### config.mk
export PLATFORM = sky130hd
export DESIGN_NAME = nec_cmd_ctrl
export DESIGN_NICKNAME = d
export VERILOG_FILES = /design/src/rtl/nec_pkg.sv /design/src/rtl/nec_evt_fifo.sv /design/src/rtl/nec_cmd_ctrl.sv
export SDC_FILE = /design/constraint.sdc
export NUM_CORES = 1
export LEC_CHECK = 0
export CAP_MARGIN = 10
export CORE_ASPECT_RATIO = 0.75
export CORE_MARGIN = 2
export CORE_UTILIZATION = 40
export CTS_CLUSTER_SIZE = 12
export DETAILED_ROUTE_END_ITERATION = 12
export PLACE_DENSITY_LB_ADDON = 0.15
export SYNTH_ARGS = -nofsm -noshare
export SYNTH_HDL_FRONTEND = slang
export SYNTH_SLANG_ARGS = --single-unit
### constraint.sdc
create_clock -name clk -period 7.7 [get_ports clk]
set_input_delay 2.31 -clock clk [delete_from_list [all_inputs] [get_ports clk]]
set_output_delay 2.31 -clock clk [all_outputs]
set_load 0.1 [all_outputs]
### src/rtl/nec_pkg.sv
// Shared definitions for the NEC IR command controller: event codes,
// FSM state encoding, event record width and the byte bit-reverse helper.
package nec_pkg;

  localparam int EVT_W = 34;

  localparam logic [1:0] EVT_PRESS   = 2'b00;
  localparam logic [1:0] EVT_REPEAT  = 2'b01;
  localparam logic [1:0] EVT_RELEASE = 2'b10;

  typedef enum logic {
    ST_IDLE = 1'b0,
    ST_HELD = 1'b1
  } state_t;

  // NEC sends LSB first, so each received byte arrives bit-reversed.
  function automatic logic [7:0] bit_rev8(input logic [7:0] b);
    logic [7:0] r;
    for (int i = 0; i < 8; i++) begin
      r[i] = b[7-i];
    end
    return r;
  endfunction

endpackage

### src/rtl/nec_evt_fifo.sv
// Synchronous event FIFO with valid/ready head, full flag and wrap-bit pointers.
// A push while full is accepted only if the head is popped in the same cycle.
module nec_evt_fifo #(
  parameter int DEPTH = 4,
  parameter int WIDTH = 34
) (
  input  logic             clk,
  input  logic             rst,
  input  logic             i_push,
  input  logic [WIDTH-1:0] i_data,
  input  logic             i_ready,
  output logic             o_valid,
  output logic [WIDTH-1:0] o_data,
  output logic             o_full
);

  localparam int AW = $clog2(DEPTH);
  localparam logic [AW:0] PTR_ONE = {{AW{1'b0}}, 1'b1};

  logic [WIDTH-1:0] r_mem [DEPTH];
  logic [AW:0]      r_wptr;
  logic [AW:0]      r_rptr;
  logic             w_pop;
  logic             w_wr;

  assign o_full  = (r_wptr[AW] != r_rptr[AW]) && (r_wptr[AW-1:0] == r_rptr[AW-1:0]);
  assign o_valid = (r_wptr != r_rptr);
  assign o_data  = r_mem[r_rptr[AW-1:0]];
  assign w_pop   = o_valid & i_ready;
  assign w_wr    = i_push & (~o_full | w_pop);

  // Storage and pointer update; storage is cleared so the head reads 0 after reset.
  always_ff @(posedge clk) begin
    if (rst) begin
      r_wptr <= '0;
      r_rptr <= '0;
      for (int i = 0; i < DEPTH; i++) begin
        r_mem[i] <= '0;
      end
    end else begin
      if (w_wr) begin
        r_mem[r_wptr[AW-1:0]] <= i_data;
        r_wptr <= r_wptr + PTR_ONE;
      end
      if (w_pop) begin
        r_rptr <= r_rptr + PTR_ONE;
      end
    end
  end

endmodule

### src/rtl/nec_cmd_ctrl.sv
// NEC IR command controller: frame qualification, key hold/repeat/release FSM
// and queued event delivery to the host over a valid/ready FIFO.
module nec_cmd_ctrl
  import nec_pkg::*;
#(
  parameter int          FIFO_DEPTH  = 4,
  parameter int          REP_TIMEOUT = 120000,
  parameter int          ADDR_FILTER = 0,
  parameter logic [15:0] ADDR_MATCH  = 16'h0004,
  parameter int          REP_EN      = 1
) (
  input  logic        clk,
  input  logic        rst,
  input  logic [31:0] frame_data,
  input  logic        frame_load,
  input  logic        frame_rep,
  output logic        evt_valid,
  input  logic        evt_ready,
  output logic [1:0]  evt_type,
  output logic [15:0] evt_addr,
  output logic [7:0]  evt_cmd,
  output logic [7:0]  evt_rep_cnt,
  output logic        held,
  output logic [7:0]  err_cnt,
  output logic        ovf,
  input  logic        ovf_clr
);

  localparam int            TW       = $clog2(REP_TIMEOUT);
  localparam logic [TW-1:0] TMO_LAST = TW'(REP_TIMEOUT - 1);
  localparam logic [TW-1:0] TMR_ONE  = TW'(1);

  state_t           r_state;
  logic             r_load_q;
  logic             r_rep_q;
  logic [15:0]      r_addr;
  logic [7:0]       r_cmd;
  logic [7:0]       r_rep_cnt;
  logic [TW-1:0]    r_timer;
  logic [7:0]       r_err_cnt;
  logic             r_push;
  logic [EVT_W-1:0] r_evt;
  logic             r_push_d;
  logic [EVT_W-1:0] r_evt_d;
  logic             r_ovf;

  logic             w_ld_ev;
  logic             w_rp_ev;
  logic [7:0]       w_a0;
  logic [7:0]       w_a1;
  logic [7:0]       w_c;
  logic [7:0]       w_nc;
  logic [15:0]      w_addr;
  logic             w_csum_ok;
  logic             w_addr_ok;
  logic             w_accept;
  logic             w_csum_err;
  logic [7:0]       w_rep_nxt;
  logic             w_full;
  logic             w_pop;
  logic             w_drop;
  logic [EVT_W-1:0] w_head;

  assign w_ld_ev    = frame_load & ~r_load_q;
  assign w_rp_ev    = frame_rep & ~r_rep_q;
  assign w_a0       = bit_rev8(frame_data[31:24]);
  assign w_a1       = bit_rev8(frame_data[23:16]);
  assign w_c        = bit_rev8(frame_data[15:8]);
  assign w_nc       = bit_rev8(frame_data[7:0]);
  assign w_csum_ok  = (w_c == ~w_nc);
  // Inverted second address byte means standard NEC; anything else is extended 16-bit.
  assign w_addr     = (w_a1 == ~w_a0) ? {8'h00, w_a0} : {w_a1, w_a0};
  assign w_addr_ok  = (ADDR_FILTER == 0) || (w_addr == ADDR_MATCH);
  assign w_accept   = w_ld_ev & w_csum_ok & w_addr_ok;
  assign w_csum_err = w_ld_ev & ~w_csum_ok;
  assign w_rep_nxt  = (r_rep_cnt == 8'hFF) ? r_rep_cnt : r_rep_cnt + 8'd1;

  // Edge detect, error counting and the hold/repeat/release state machine.
  always_ff @(posedge clk) begin
    if (rst) begin
      r_state   <= ST_IDLE;
      r_load_q  <= 1'b0;
      r_rep_q   <= 1'b0;
      r_addr    <= 16'h0000;
      r_cmd     <= 8'h00;
      r_rep_cnt <= 8'h00;
      r_timer   <= '0;
      r_err_cnt <= 8'h00;
      r_push    <= 1'b0;
      r_evt     <= '0;
    end else begin
      r_load_q <= frame_load;
      r_rep_q  <= frame_rep;
      r_push   <= 1'b0;
      if (w_csum_err && (r_err_cnt != 8'hFF)) begin
        r_err_cnt <= r_err_cnt + 8'd1;
      end
      if (w_accept) begin
        r_state   <= ST_HELD;
        r_addr    <= w_addr;
        r_cmd     <= w_c;
        r_rep_cnt <= 8'h00;
        r_timer   <= '0;
        r_push    <= 1'b1;
        r_evt     <= {EVT_PRESS, w_addr, w_c, 8'h00};
      end else begin
        case (r_state)
          ST_IDLE: begin
            r_timer <= '0;
          end
          ST_HELD: begin
            if (w_rp_ev) begin
              r_rep_cnt <= w_rep_nxt;
              r_timer   <= '0;
              r_push    <= (REP_EN != 0);
              r_evt     <= {EVT_REPEAT, r_addr, r_cmd, w_rep_nxt};
            end else if (r_timer == TMO_LAST) begin
              r_state <= ST_IDLE;
              r_timer <= '0;
              r_push  <= 1'b1;
              r_evt   <= {EVT_RELEASE, r_addr, r_cmd, r_rep_cnt};
            end else begin
              r_timer <= r_timer + TMR_ONE;
            end
          end
          default: begin
            r_state <= ST_IDLE;
          end
        endcase
      end
    end
  end

  // Staging register between the FSM and the FIFO write port.
  always_ff @(posedge clk) begin
    if (rst) begin
      r_push_d <= 1'b0;
      r_evt_d  <= '0;
    end else begin
      r_push_d <= r_push;
      r_evt_d  <= r_evt;
    end
  end

  nec_evt_fifo #(
    .DEPTH (FIFO_DEPTH),
    .WIDTH (EVT_W)
  ) u_fifo (
    .clk     (clk),
    .rst     (rst),
    .i_push  (r_push_d),
    .i_data  (r_evt_d),
    .i_ready (evt_ready),
    .o_valid (evt_valid),
    .o_data  (w_head),
    .o_full  (w_full)
  );

  assign w_pop  = evt_valid & evt_ready;
  assign w_drop = r_push_d & w_full & ~w_pop;

  // Sticky overflow flag; a new drop wins over a simultaneous clear.
  always_ff @(posedge clk) begin
    if (rst) begin
      r_ovf <= 1'b0;
    end else if (w_drop) begin
      r_ovf <= 1'b1;
    end else if (ovf_clr) begin
      r_ovf <= 1'b0;
    end else begin
      r_ovf <= r_ovf;
    end
  end

  assign {evt_type, evt_addr, evt_cmd, evt_rep_cnt} = w_head;
  assign held    = (r_state == ST_HELD);
  assign err_cnt = r_err_cnt;
  assign ovf     = r_ovf;

endmodule

---- Word-level counts from Yosys, hierarchy flattened ----
Memory sizes are Yosys's and may differ from the RTL's. A register that Yosys moved wholly into a read port is not among the register bits.
Index checks and enable logic that the tools add are counted.
cells by class
  mux-type cells .......................... 29
  $add $sub $neg .......................... 5
  reductions and logical operators ........ 11
  bitwise operators ....................... 17
  eq/ne operators ......................... 8
operator list
  cell                                            number
  two-way mux 34 bit                              3
  two-way mux 32 bit                              2
  two-way mux 17 bit                              2
  one-hot mux 17 bit (2 select lines)             1
  OR reduction 34 bit                             1
  adder 17 x 1 -> 17 bit (second input constant)  1
  == test 17 bit (second input constant)          1
  adder 8 x 1 -> 8 bit (second input constant)    2
  == test 8 bit                                   2
  two-way mux 1 bit                               16
  two-way mux 16 bit                              1
  NOT 8 bit                                       2
  AND 1 bit                                       8
  == test 8 bit (second input constant)           1
  two-way mux 8 bit                               1
  inequality test 8 bit (second input constant)   1
  adder 3 x 1 -> 3 bit (second input constant)    2
  two-way mux 2 bit                               3
  NOT 1 bit                                       6
  AND reduction 2 bit                             3
  nonzero test 2 bit                              3
  inequality test 3 bit                           1
  nonzero test 3 bit                              1
  == test 2 bit                                   1
  4 further kinds                                 5
storage, ports and cells
  memories kept ........................... 1
  register bits ........................... 137
  logic and storage cells ................. 87
  RAM bits ................................ 136
  output and inout bits ................... 45
  input bits .............................. 38
memories
  name          words  bits a word  rd ports  clocked after memory_dff  wr ports  RTL line            source
  u_fifo.r_mem  4      34           1         1                         4         nec_evt_fifo.sv:20  logic [WIDTH-1:0] r_mem [DEPTH];

---- Depth between registers and ports, before layout ----
Gate-level depths: netlist of the first run.
  depth in word-level cells ............... 10
  depth in mapped cells ................... 8
  mapped depth without buffers ............ 6

---- Hierarchy ----
From an unflattened synthesis of the first run, not the netlist that was laid out.
unflattened totals
  cell total of the unflattened synthesis .. 1008
  area total of the unflattened synthesis .. 11433.5 um^2
by module, submodules not included
  module        area each (um^2)  times used  seq. area each (um^2)  cells each
  nec_evt_fifo  6293.5            1           4244.1                 429
  nec_cmd_ctrl  5139.9            1           2622.5                 579

---- Worst setup path after synthesis of the first run ----
Ideal clock, no wire load.
  path kind ............................... input-to-reg
  start point ............................. input port evt_ready
  end point ............................... memory u_fifo.r_mem[3][0], enable pin
  stages .................................. 2
  arrival ................................. 4.952 ns
  library setup time ...................... 0.472 ns
  setup slack ............................. 2.276 ns
  cell sequence ........................... o41ai_4 o21ai_0
RTL lines
  item             RTL line            source
  start, declared  nec_cmd_ctrl.sv:18  input logic evt_ready,
  end, declared    nec_evt_fifo.sv:20

==> results of run 1 <==
[worst paths after layout]
| check | to | depth (start not counted) | slack, ns |
|---|---|---|---|
| worst max register to register | u_fifo.r_mem[1][17]$_SDFFCE_PN0P_ | 5 | 4.64 |
| worst max-delay path | evt_type[0] | 3 | 2.32 |
| worst min-delay path | r_timer[0]$_SDFF_PP0_ | 1 | 0.44 |
| worst min register to register | r_timer[0]$_SDFF_PP0_ | 1 | 0.44 |
[critical path: stages, from the launching register on]
cell	delay, ns
sky130_fd_sc_hd__dfxtp_2	0.31
sky130_fd_sc_hd__buf_4	0.55
sky130_fd_sc_hd__mux4_2	0.64
sky130_fd_sc_hd__clkdlybuf4s50_1	1.00
[power by group]
part           total (W)  internal, W  switching (W)
clock            0.00130     0.000755       0.000547
combinational   0.000162    0.0000506       0.000112
sequential       0.00157      0.00156      0.0000105
[cell families after synthesis]
kind of cell / Yosys count
compound gates: 109
xor+xnor: 42
flops: 275
buf+inv: 67
simple gates: 411
fa+ha+maj: 5
mux: 49
[stage by stage]
step / cells / hold WS, ns
4_1_cts: 1428 / 0.445
3_5_place_dp: 1376 / 0.430
6_report: 1429 / 0.445
3_3_place_gp: 1376 / 0.426
5_1_grt: 1429 / 0.477
2_1_floorplan: 958 / 0.413
[layout by cell type (no fill, tap or decap), types with 21 or more instances in the layout]
master	instances
sky130_fd_sc_hd__edfxtp_1	136
sky130_fd_sc_hd__clkbuf_16	29
sky130_fd_sc_hd__nand2_1	79
sky130_fd_sc_hd__dfxtp_1	138
sky130_fd_sc_hd__mux4_2	34
sky130_fd_sc_hd__a21oi_1	43
sky130_fd_sc_hd__and2_1	138
sky130_fd_sc_hd__a211oi_1	21
sky130_fd_sc_hd__xnor2_1	23
sky130_fd_sc_hd__nor2b_1	42
sky130_fd_sc_hd__nor2_1	74
sky130_fd_sc_hd__nand3_1	25
sky130_fd_sc_hd__clkdlybuf4s50_1	81
[routing by layer]
metal  track usage, %  part of all wire (%)  wire [um]
met5                0                     0          0
met4             3.63                   1.4        351
met3             3.27                   5.7       1430
met2             23.7                    41      10300
met1             26.3                    52      13100
[flip-flops by register name, indices dropped and copies added (netlist names), 3 cells and up, named ones only]
signal / flops
r_evt_d: 34
u_fifo.r_rptr: 3
u_fifo.r_wptr: 3
r_evt: 34
err_cnt: 8
u_fifo.r_mem: 136
r_cmd: 8
r_rep_cnt: 8
r_timer: 17
r_addr: 16
[final cells by class]
cell class,count,share of cell area [%]
multi-input cells,616,32.5
inverters,6,0.166
repair buffers,95,6.74
clock buffers,49,6.34
clock inverters,3,0.157
flip-flops and latches,275,50.6
well taps,385,3.55
==> impl_metrics.json, run 1 <==
{
  "result_of_the_run": "completed",
  "max_cap_viol": 0,
  "cts.htree.levels": 1,
  "worstPathArrival_ns": 3.07,
  "max_slew.worst_pin.slew_ns": 1.01,
  "critical_path_required_ns": 5.39,
  "row_count": 53,
  "p_total_w": 0.00303,
  "postPlaceCellArea_sq_um": 12700,
  "max_slew_margin_pct": 32.7,
  "fp.dieArea_sq_um": 30400,
  "finalWorstPathRequiredPeriod_ns": 5.38,
  "area_occupied_by_multi_input_gates_sq_um": 4420,
  "ant_cells": 0,
  "grt_start_max_net_pins": 78,
  "coreArea_sq_um": 28200,
  "route.vias.total": 7149,
  "hold_fix_buffers_at_cts": 0,
  "synthesis.instances": 958,
  "iteration_count_of_the_initial_detailed_routing_pass": 5,
  "criticalPathCategory": "register to output port",
  "synth_xor_area_share_pct": 3.17,
  "syn-cell-area_sq_um": 11600,
  "synth_seq_area_share_pct": 59.3,
  "area_growth_pct": 17.3,
  "ctsRootBufferMaster": "sky130_fd_sc_hd__clkbuf_16",
  "crit-reg2reg-launch": "u_fifo.r_wptr[1]$_SDFFE_PP0P_",
  "detail-route-antenna-nets": 0,
  "post_synth_and_or_nand_nor_area_fraction_pct": 19.6,
  "timing.final.setup_violations": 0,
  "clk_pin_slew_worst_paths_ns": 0.06,
  "post-route-util_pct": 48.1,
  "drt-vias-per-instance": 5.00,
  "routed_wirelength_mm": 25.2,
  "cts_buffers": 29,
  "post_cts_resized": 0,
  "area_fraction_in_compound_gates_after_synthesis_pct": 6.61,
  "synth_seq_cells": 275,
  "cts.sinks": 275,
  "effective_utilization_at_floorplan_pct": 41.0,
  "dp_worst_setup_slack_ns": 2.46,
  "slew_viol_final": 0,
  "overall_overflow_remaining_after_global_route": 0,
  "syn-num-nets": 1001,
  "first_global_vias": 6979,
  "worst_setup_path_start_kind": "register",
  "die-height_um": 151,
  "timing.critical_path.fanout_max": 34,
  "synth-adder-area-share_pct": 0.540,
  "finish.instance_area_sq_um": 13600,
  "asyncSetResetFlopFracSynth_pct": 0,
  "footprint_of_the_flip_flops_and_latches_sq_um": 6870,
  "synth_top_family_by_area": "simple AND/OR/NAND/NOR gates",
  "tritoncts": "yes",
  "tns_ns": 0,
  "worst_ir_drop_on_vdd_mv": 0.125,
  "fmaxAchievable_ghz": 0.186,
  "yosysWarningCount": 0,
  "synth-main-ff-cell": "sky130_fd_sc_hd__dfxtp_1",
  "post-dp-hpwl_mm": 16.1,
  "synth_mux_area_share_pct": 7.94,
  "die_w_um": 201,
  "fillers": 2588,
  "gr-usage-all-layers_pct": 16.8,
  "synth.distinct_cells": 58,
  "grt_antenna_before_repair": 0,
  "grt_pass1_wl_mm": 40.0,
  "post-cts-setup-buffer-count": 0,
  "power.leakage_nw": 4.68,
  "buffer_ports.inserted": 82,
  "layout_worst_path_cycle_share_pct": 69.8,
  "synth.most_common_cell": "sky130_fd_sc_hd__dfxtp_1",
  "finalHoldViolations": 0,
  "clk-insertion-delay-late_ns": 0.54,
  "final_layout_size_suffix_gt1_share_pct": 10.7,
  "placer_congestion_estimate": 0.744,
  "synthTopCellsByArea": "sky130_fd_sc_hd__edfxtp_1 (35%), sky130_fd_sc_hd__dfxtp_1 (24%), sky130_fd_sc_hd__and2_1 (7.5%)",
  "avgSynthCellArea_sq_um": 12.1,
  "rsz0062_at_grt": "false",
  "number_of_enable_type_register_cells_in_the_synthesized_netlist": 136,
  "post-synth-top-area-fraction_pct": 35.2,
  "detail_route.wl_per_cell_um": 17.6,
  "holdCritStartpoint": "r_timer[0]$_SDFF_PP0_",
  "cp-end-kind": "output port",
  "io_pins": 83,
  "yosys.area.top_type": "sky130_fd_sc_hd__edfxtp_1",
  "ys_top_cells_by_count": "sky130_fd_sc_hd__dfxtp_1 (139), sky130_fd_sc_hd__and2_1 (138), sky130_fd_sc_hd__edfxtp_1 (136)",
  "detailedRoute.firstIterationViolations": 449,
  "ctsLongestPathBuffers": 3,
  "timing.final.ws_setup_ns": 2.32,
  "power-per-cell-area_nw_per_um2": 223,
  "min-delay-path-class": "register to register",
  "finalNetCount": 1066,
  "route.detailed.drc": 0,
  "finClkSkew_ns": 0.0146
}
Power figures use the tool's default switching activity.
==> run 2: changes to the inputs <==
Clock period 7.7 ns to 4.5 ns, I/O delays scaled along.
==> impl_metrics.json, run 2 (synthesis results as in run 1) <==
{
  "max_slew.worst_pin.slew_ns": 1.01,
  "m1_wl_mm": 13.1,
  "criticalPathCategory": "register to output port",
  "timing.critical_path.fanout_max": 34,
  "area_growth_pct": 16.9,
  "io_pins": 83,
  "effective_utilization_at_floorplan_pct": 41.0,
  "wl_met2_mm": 10.9,
  "finish.instance_area_sq_um": 13500,
  "tns_ns": 0,
  "cts.sinks": 275,
  "coreArea_sq_um": 28200,
  "worst_setup_path_start_kind": "register",
  "finClkSkew_ns": 0.00714,
  "fmaxAchievable_ghz": 0.270,
  "worstPathArrival_ns": 2.36,
  "registers_with_the_most_flip_flops": "u_fifo.r_mem: 136 flops, r_evt: 34 flops, r_evt_d: 34 flops",
  "ant_cells": 0,
  "result_of_the_run": "completed",
  "tritoncts": "yes",
  "finalWorstPathRequiredPeriod_ns": 3.71,
  "hold_fix_buffers_at_cts": 0,
  "finalNetCount": 1070,
  "route.vias.total": 7236,
  "footprint_of_the_flip_flops_and_latches_sq_um": 6870,
  "route.detailed.drc": 0,
  "grt_start_max_net_pins": 56,
  "fillers": 2623,
  "detail_route.wl_per_cell_um": 17.8,
  "wl_met3_mm": 1.16,
  "routed_wirelength_mm": 25.6,
  "largest_register": "u_fifo.r_mem",
  "power.leakage_nw": 4.74,
  "post_cts_resized": 0,
  "top_layer": "met4",
  "clk_pin_slew_worst_paths_ns": 0.06,
  "placer_congestion_estimate": 0.795,
  "critical_path_required_ns": 3.15,
  "cts_buffers": 28,
  "cp-end-kind": "output port",
  "die_w_um": 201,
  "ctsLongestPathBuffers": 3,
  "fp.dieArea_sq_um": 30400,
  "drt-vias-per-instance": 5.05,
  "detailedRoute.firstIterationViolations": 410,
  "post-route-util_pct": 47.9,
  "mostFrequentLayoutCells": "sky130_fd_sc_hd__and2_1 (138), sky130_fd_sc_hd__dfxtp_1 (138), sky130_fd_sc_hd__edfxtp_1 (136)",
  "power-per-cell-area_nw_per_um2": 382,
  "layout_worst_path_cycle_share_pct": 82.5,
  "timing.final.setup_violations": 0,
  "final_hold_slack_ns": 0.437,
  "max_slew_margin_pct": 32.3,
  "die-height_um": 151,
  "rsz0062_at_grt": "false",
  "finalHoldViolations": 0,
  "post-cts-setup-buffer-count": 0,
  "buffer_ports.inserted": 82,
  "grt_antenna_before_repair": 0,
  "area_occupied_by_multi_input_gates_sq_um": 4420,
  "min-delay-path-class": "register to register",
  "p_total_w": 0.00518,
  "ctsRootBufferMaster": "sky130_fd_sc_hd__clkbuf_16",
  "detail-route-antenna-nets": 0,
  "slew_viol_final": 0,
  "final_layout_size_suffix_gt1_share_pct": 14.3,
  "gr-usage-all-layers_pct": 17.0,
  "iteration_count_of_the_initial_detailed_routing_pass": 4,
  "largest_reg_flops": 136,
  "post-dp-hpwl_mm": 15.9,
  "first_global_vias": 6922,
  "overall_overflow_remaining_after_global_route": 0,
  "row_count": 53,
  "postPlaceCellArea_sq_um": 12700,
  "clk-insertion-delay-late_ns": 0.54,
  "max_cap_viol": 0,
  "cts.htree.levels": 1,
  "worst_ir_drop_on_vdd_mv": 0.240,
  "grt_pass1_wl_mm": 40.6
}
run 2: cell count changes in the layout (fill, tap and decap cells not counted), moves of 2 or more:
cell and change:
sky130_fd_sc_hd__clkinv_2 -2, sky130_fd_sc_hd__clkbuf_1 +2, sky130_fd_sc_hd__buf_4 +40, sky130_fd_sc_hd__clkdlybuf4s50_1 -35
run 2: area by class of cell:
type,instances,area share [%]
clock inverter,1,0.120
tap,385,3.56
sequential,275,50.7
timing repair buffer,100,6.49
clock buffer,51,6.33
inverter,6,0.166
multi-input combinational,616,32.6
run 2: power breakdown:
group | internal, W | switching, W
clock network | 0.00127 | 0.000941
registers | 0.00267 | 0.0000164
logic | 0.0000834 | 0.000193
run 2: path summary, 6_finish.rpt:
| check | startpoint | slack (ns) | endpoint | cells past startpoint |
|---|---|---|---|---|
| worst max-delay path | register | 0.79 | evt_cmd[6] | 3 |
| worst min register to register | r_timer[0]$_SDFF_PP0_ | 0.44 | r_timer[0]$_SDFF_PP0_ | 1 |
| worst max register to register | u_fifo.r_wptr[0]$_SDFFE_PP0P_ | 1.94 | u_fifo.r_mem[1][25]$_SDFFCE_PN0P_ | 4 |
| worst min-delay path | r_timer[0]$_SDFF_PP0_ | 0.44 | r_timer[0]$_SDFF_PP0_ | 1 |
run 2: per-layer routing:
layer	vias up	GRT usage [%]
li1	3563	-
met3	31	2.86
met4	0	3.22
met5	-	0
met1	3493	26.2
met2	149	25.3
run 2: through the flow:
step | std cells | worst slack [ns]
after CTS | 1434 | 0.735
after global routing | 1434 | 0.673
after global placement | 1382 | 0.708
final | 1434 | 0.789
after detailed placement | 1382 | 0.678
after floorplan | 958 | 0.0360
run 2: worst max-delay path, cell delays in order (launching register included):
cell and delay [ns]:
sky130_fd_sc_hd__dfxtp_2 0.31, sky130_fd_sc_hd__buf_4 0.56, sky130_fd_sc_hd__mux4_2 0.66, sky130_fd_sc_hd__buf_4 0.26
